File: config.mk
export PLATFORM = sky130hd
export DESIGN_NAME = clock_ctrl_fsm
export DESIGN_NICKNAME = d
export VERILOG_FILES = /design/src/rtl/clock_ctrl_fsm.sv
export SDC_FILE = /design/constraint.sdc
export NUM_CORES = 1
export LEC_CHECK = 0
export BUFFER_PORTS_ARGS = -buffer_cell sky130_fd_sc_hd__buf_2
export CORE_UTILIZATION = 56
export DETAILED_ROUTE_END_ITERATION = 7
export GPL_ROUTABILITY_DRIVEN = 0
export HOLD_SLACK_MARGIN = 0.12
export PLACE_DENSITY = 0.77
export SYNTH_ARGS = -nofsm -noshare
export SYNTH_HDL_FRONTEND = slang
export SYNTH_SLANG_ARGS = --single-unit
File: constraint.sdc
create_clock -name clk -period 2.8 [get_ports clk]
set_input_delay 0.7 -clock clk [delete_from_list [all_inputs] [get_ports clk]]
set_output_delay 0.7 -clock clk [all_outputs]
set_load 0.01 [all_outputs]
File: src/rtl/clock_ctrl_fsm.sv
// Front-panel controller: debounces four push-buttons, tracks mode and edit
// position, and emits one-cycle count pulses for the time and alarm counters.
module clock_ctrl_fsm #(
  parameter int unsigned DEBOUNCE_CNT = 500000,
  parameter int unsigned DB_W         = 20
) (
  input  logic       clk,
  input  logic       rst_n,
  input  logic       i_sw_mode_n,
  input  logic       i_sw_pos_n,
  input  logic       i_sw_inc_n,
  input  logic       i_sw_alarm_n,
  input  logic       i_tick_1hz,
  input  logic       i_max_hit_sec,
  input  logic       i_max_hit_min,
  output logic [1:0] o_mode,
  output logic [1:0] o_position,
  output logic       o_sec_clk,
  output logic       o_min_clk,
  output logic       o_hour_clk,
  output logic       o_alarm_sec_clk,
  output logic       o_alarm_min_clk,
  output logic       o_alarm_hour_clk,
  output logic       o_alarm_en
);

  typedef enum logic [1:0] {CLOCK = 2'd0, SETUP = 2'd1, ALARM = 2'd2} mode_t;
  typedef enum logic [1:0] {SEC = 2'd0, MIN = 2'd1, HOUR = 2'd2} pos_t;

  localparam int BTN_MODE  = 0;
  localparam int BTN_POS   = 1;
  localparam int BTN_INC   = 2;
  localparam int BTN_ALARM = 3;
  localparam logic [DB_W-1:0] DB_LAST = DB_W'(DEBOUNCE_CNT - 1);

  logic [3:0]      raw, sync1, sync2, db, db_prev, press;
  logic [DB_W-1:0] cnt [4];
  logic [1:0]      hit_prev;
  logic            sec_carry, min_carry, inc_ok;

  mode_t      mode, mode_next;
  pos_t       pos, pos_next;
  logic       alarm_en, alarm_en_next;
  logic [2:0] inc_sel;
  logic [2:0] time_clk, time_clk_next;
  logic [2:0] alarm_clk, alarm_clk_next;

  assign raw = {i_sw_alarm_n, i_sw_inc_n, i_sw_pos_n, i_sw_mode_n};

  // Button path: 2-FF synchroniser, then a run-length debouncer per button
  always_ff @(posedge clk or negedge rst_n) begin
    if (!rst_n) begin
      sync1   <= '1;
      sync2   <= '1;
      db      <= '1;
      db_prev <= '0;
      for (int i = 0; i < 4; i++) cnt[i] <= '0;
    end else begin
      sync1   <= raw;
      sync2   <= sync1;
      db_prev <= db;
      for (int i = 0; i < 4; i++) begin
        if (sync2[i] == db[i]) begin
          cnt[i] <= '0;
        end else if (cnt[i] == DB_LAST) begin
          db[i]  <= sync2[i];
          cnt[i] <= '0;
        end else begin
          cnt[i] <= cnt[i] + DB_W'(1);
        end
      end
    end
  end

  // Only the debounced falling edge is a press; release is silent
  assign press     = db_prev & ~db;
  assign sec_carry = i_max_hit_sec & ~hit_prev[0];
  assign min_carry = i_max_hit_min & ~hit_prev[1];
  assign inc_ok    = press[BTN_INC] & ~press[BTN_MODE] & ~press[BTN_POS];

  always_comb begin
    mode_next      = mode;
    pos_next       = pos;
    alarm_en_next  = alarm_en ^ press[BTN_ALARM];
    inc_sel        = 3'b000;
    time_clk_next  = 3'b000;
    alarm_clk_next = 3'b000;

    if (press[BTN_MODE]) begin
      pos_next = SEC;
      case (mode)
        CLOCK:   mode_next = SETUP;
        SETUP:   mode_next = ALARM;
        default: mode_next = CLOCK;
      endcase
    end else if (press[BTN_POS] && mode != CLOCK) begin
      case (pos)
        SEC:     pos_next = MIN;
        MIN:     pos_next = HOUR;
        default: pos_next = SEC;
      endcase
    end

    if (inc_ok) begin
      case (pos)
        SEC:     inc_sel = 3'b001;
        MIN:     inc_sel = 3'b010;
        default: inc_sel = 3'b100;
      endcase
    end

    // SETUP freezes timekeeping; only increments reach the time counters
    if (mode == SETUP) begin
      time_clk_next = inc_sel;
    end else begin
      time_clk_next = {min_carry, sec_carry, i_tick_1hz};
      if (mode == ALARM) alarm_clk_next = inc_sel;
    end
  end

  always_ff @(posedge clk or negedge rst_n) begin
    if (!rst_n) begin
      mode      <= CLOCK;
      pos       <= SEC;
      alarm_en  <= 1'b0;
      time_clk  <= '0;
      alarm_clk <= '0;
      hit_prev  <= '0;
    end else begin
      mode      <= mode_next;
      pos       <= pos_next;
      alarm_en  <= alarm_en_next;
      time_clk  <= time_clk_next;
      alarm_clk <= alarm_clk_next;
      hit_prev  <= {i_max_hit_min, i_max_hit_sec};
    end
  end

  assign o_mode           = mode;
  assign o_position       = pos;
  assign o_sec_clk        = time_clk[0];
  assign o_min_clk        = time_clk[1];
  assign o_hour_clk       = time_clk[2];
  assign o_alarm_sec_clk  = alarm_clk[0];
  assign o_alarm_min_clk  = alarm_clk[1];
  assign o_alarm_hour_clk = alarm_clk[2];
  assign o_alarm_en       = alarm_en;

endmodule
==> results.json <==
{
  "routed_wirelength_um": 9160,
  "maxSlewViolCount": 0,
  "antenna_found_initial": 0,
  "grt_usage_pct": 21.1,
  "yosys-top-cells-area": "dfrtp_1, xnor2_1, dfstp_2",
  "h-tree-depth": 3,
  "skew_ns": 0.0127,
  "status": "completed",
  "final_area_um2": 5480,
  "fin_ws_ns": 0.607,
  "grt_pass1_vias": 3544,
  "drive_gt1_share_pct": 13.7,
  "num-nets-final": 528,
  "critPathCapture": "cnt[52]",
  "grt.overflow.total": 0,
  "cp.required_ns": 3.06,
  "startpoint_type": "register",
  "critPathTopFamily": "simple AND/OR/NAND/NOR gates",
  "finalHoldViolCount": 0,
  "placed_cell_area_um2": 5280,
  "maxCapViolCount": 0,
  "clock-root-buffer": "clkbuf_8",
  "leakage_nw": 2.17,
  "slowest_stage": "or2_2",
  "worstPathCellList": "ha_1, nand4_1, or2_2, o21ai_2, buf_4, nor2_1",
  "vias_per_cell": 5.75,
  "slowest_delay_ns": 0.44,
  "cts_hold_buf": 0,
  "vias": 3614,
  "reg2reg_slack_ns": 0.61,
  "drc_errors": 0,
  "grt_pass1_wl_um": 16300,
  "io_buffers": 19,
  "cts_resized": 0,
  "end_kind": "register",
  "finalSetupViolations": 0,
  "drt_iter0_markers": 203,
  "worstSetupPathType": "reg -> reg",
  "relSlewSlack_pct": 62.0,
  "synth_nets": 506,
  "die_area_um2": 9420,
  "io_pins": 20,
  "ys_warn_count": 0,
  "ys.flop_type": "dfrtp_1",
  "numCtsBuffers": 9,
  "synth_edf_count": 0,
  "reg2reg_to": "cnt[52]",
  "postCtsSetupBuffers": 0,
  "min_period_ns": 2.19,
  "drtPass1Iterations": 4,
  "yosysSeqAreaShare_pct": 54.2,
  "clock_latency_ns": 0.37,
  "rsz0062_at_grt": "false",
  "synth_seq_cells": 109,
  "worst_r2r_path_depth": 6,
  "tritoncts": "yes",
  "syn_area_per_cell_um2": 10.3,
  "num_rows": 34,
  "fin_crit_sh_pct": 78.3,
  "area_delta_synth_final_pct": 8.31,
  "yosysTopAreaCellShare_pct": 48.0,
  "tightest_slew_ns": 0.565,
  "async_flop_share_pct": 100,
  "fillers": 698,
  "place_worst_setup_slack_ns": 0.638,
  "cp.depth": 6,
  "hold_ws_ns": 0.363,
  "cp.arrival_ns": 2.45,
  "die_w_um": 97.0,
  "syn-cell-area_um2": 5060,
  "ant_nets": 0,
  "yosysTopAreaCell": "dfrtp_1",
  "grt_max_degree": 110,
  "die_h_um": 97.0,
  "clk_pin_slew_worst_paths_ns": 0.11,
  "synthDistinctLibCells": 44,
  "power_density_nw_per_um2": 491,
  "dpl.hpwl_um": 6320,
  "crit_start": "cnt[40]",
  "timing.rr.start": "cnt[40]",
  "fmax_ghz": 0.456,
  "start_util_pct": 58.0,
  "irDropWorstVdd_uv": 372,
  "synth_cells": 493,
  "power_w": 0.00269,
  "cp_num_buf_inv": 1,
  "clk_path_buf_depth": 2,
  "crit_fanout": 10,
  "fin_tns_setup_ns": 0,
  "wl_per_cell_um": 14.6,
  "clock_sinks": 109,
  "min_path_type": "reg -> reg",
  "fp.coreArea_um2": 8720,
  "diodes": 0
}
## worst min path at each step
stage               startpoint       end  slack (ns)  cells after the start
CTS                   sync1[0]  sync2[0]        0.36                      0
global route          sync1[2]  sync2[2]        0.37                      0
detailed placement    sync1[0]  sync2[0]        0.35                      0
floorplan             sync1[0]  sync2[0]        0.35                      0
finish                sync1[2]  sync2[2]        0.36                      0
global placement      sync1[1]  sync2[1]        0.35                      0
## sequential cells by signal (all words and copies together), names as in the netlist
name / flops
sync2: 4
cnt: 80
db_prev: 4
o_mode: 2
sync1: 4
alarm_clk: 3
time_clk: 3
o_alarm_en: 1
hit_prev: 2
db: 4
o_position: 2
## through the flow
stage          util [%]  instances
6_report           62.8        628
3_5_place_dp       60.5        612
4_1_cts            62.8        628
5_1_grt            62.8        628
3_3_place_gp       60.5        612
2_1_floorplan         -        493
## cells by family (layout without fill, tap and decap cells)
group | Yosys count | after routing | share of synthesized area (%)
and+or+nand+nor | 240 | 240 | 25.5
DFF | 109 | 109 | 54.2
xor gates and xnor gates | 57 | 57 | 9.87
AOI/OAI and AO/OA | 49 | 49 | 5.79
buffers and inverters | 28 | 55 | 2.35
muxes | 6 | 6 | 1.31
adders and majority gates | 4 | 4 | 0.989
## layout make-up
class / instances / area (um^2) / share of cell area, %
Clock buffer: 9 / 124 / 2.26
Clock inverter: 7 / 80.1 / 1.46
Inverter: 16 / 60.1 / 1.10
Multi-Input combinational cell: 356 / 2200 / 40.1
Sequential cell: 109 / 2740 / 50.1
Tap cell: 108 / 135 / 2.47
Timing Repair Buffer: 23 / 140 / 2.56
## where the power goes
group | internal [W] | switching [W] | leakage (nW)
Sequential | 0.00160 | 0.0000202 | 1.46
Combinational | 0.0000294 | 0.0000667 | 0.609
Clock | 0.000426 | 0.000546 | 0.102
## cells in the mapped netlist (all sizes together), types with 3 or more instances
cell type  count
nand2b         3
a21oi         22
and4           4
dfstp         12
nand3b         4
mux2           5
xor2          19
nor4b          4
xnor2         38
and2           3
inv           16
and3           3
buf            6
nand2         28
nand4         24
clkbuf         6
nor2          70
nor3          15
or4           14
nand3         29
o31ai         12
or2            5
dfrtp         97
ha             4
or3           10
nor4          14
o21ai         11
## layout by cell type, fill, tap and decap left out, drive strengths merged, types with 3 or more instances in the layout
cell and instances:
a21oi 22, and2 3, and3 3, and4 4
buf 23, clkbuf 9, dfrtp 97, dfstp 12
ha 4, inv 19, mux2 5, nand2 28
nand2b 3, nand3 29, nand3b 4, nand4 24
nor2 70, nor3 15, nor4 14, nor4b 4
o21ai 11, o31ai 12, or2 5, or3 10
or4 14, xnor2 38, xor2 19
## per-layer routing
layer	track usage, %	share of wire, %	vias to the layer above
li1	-	-	1800
met1	29.6	47	1753
met2	33.2	48	47
met3	4.62	3.4	14
met4	6.43	1.7	0
met5	0	0	-
No activity file was read; power rests on OpenSTA's default activity.
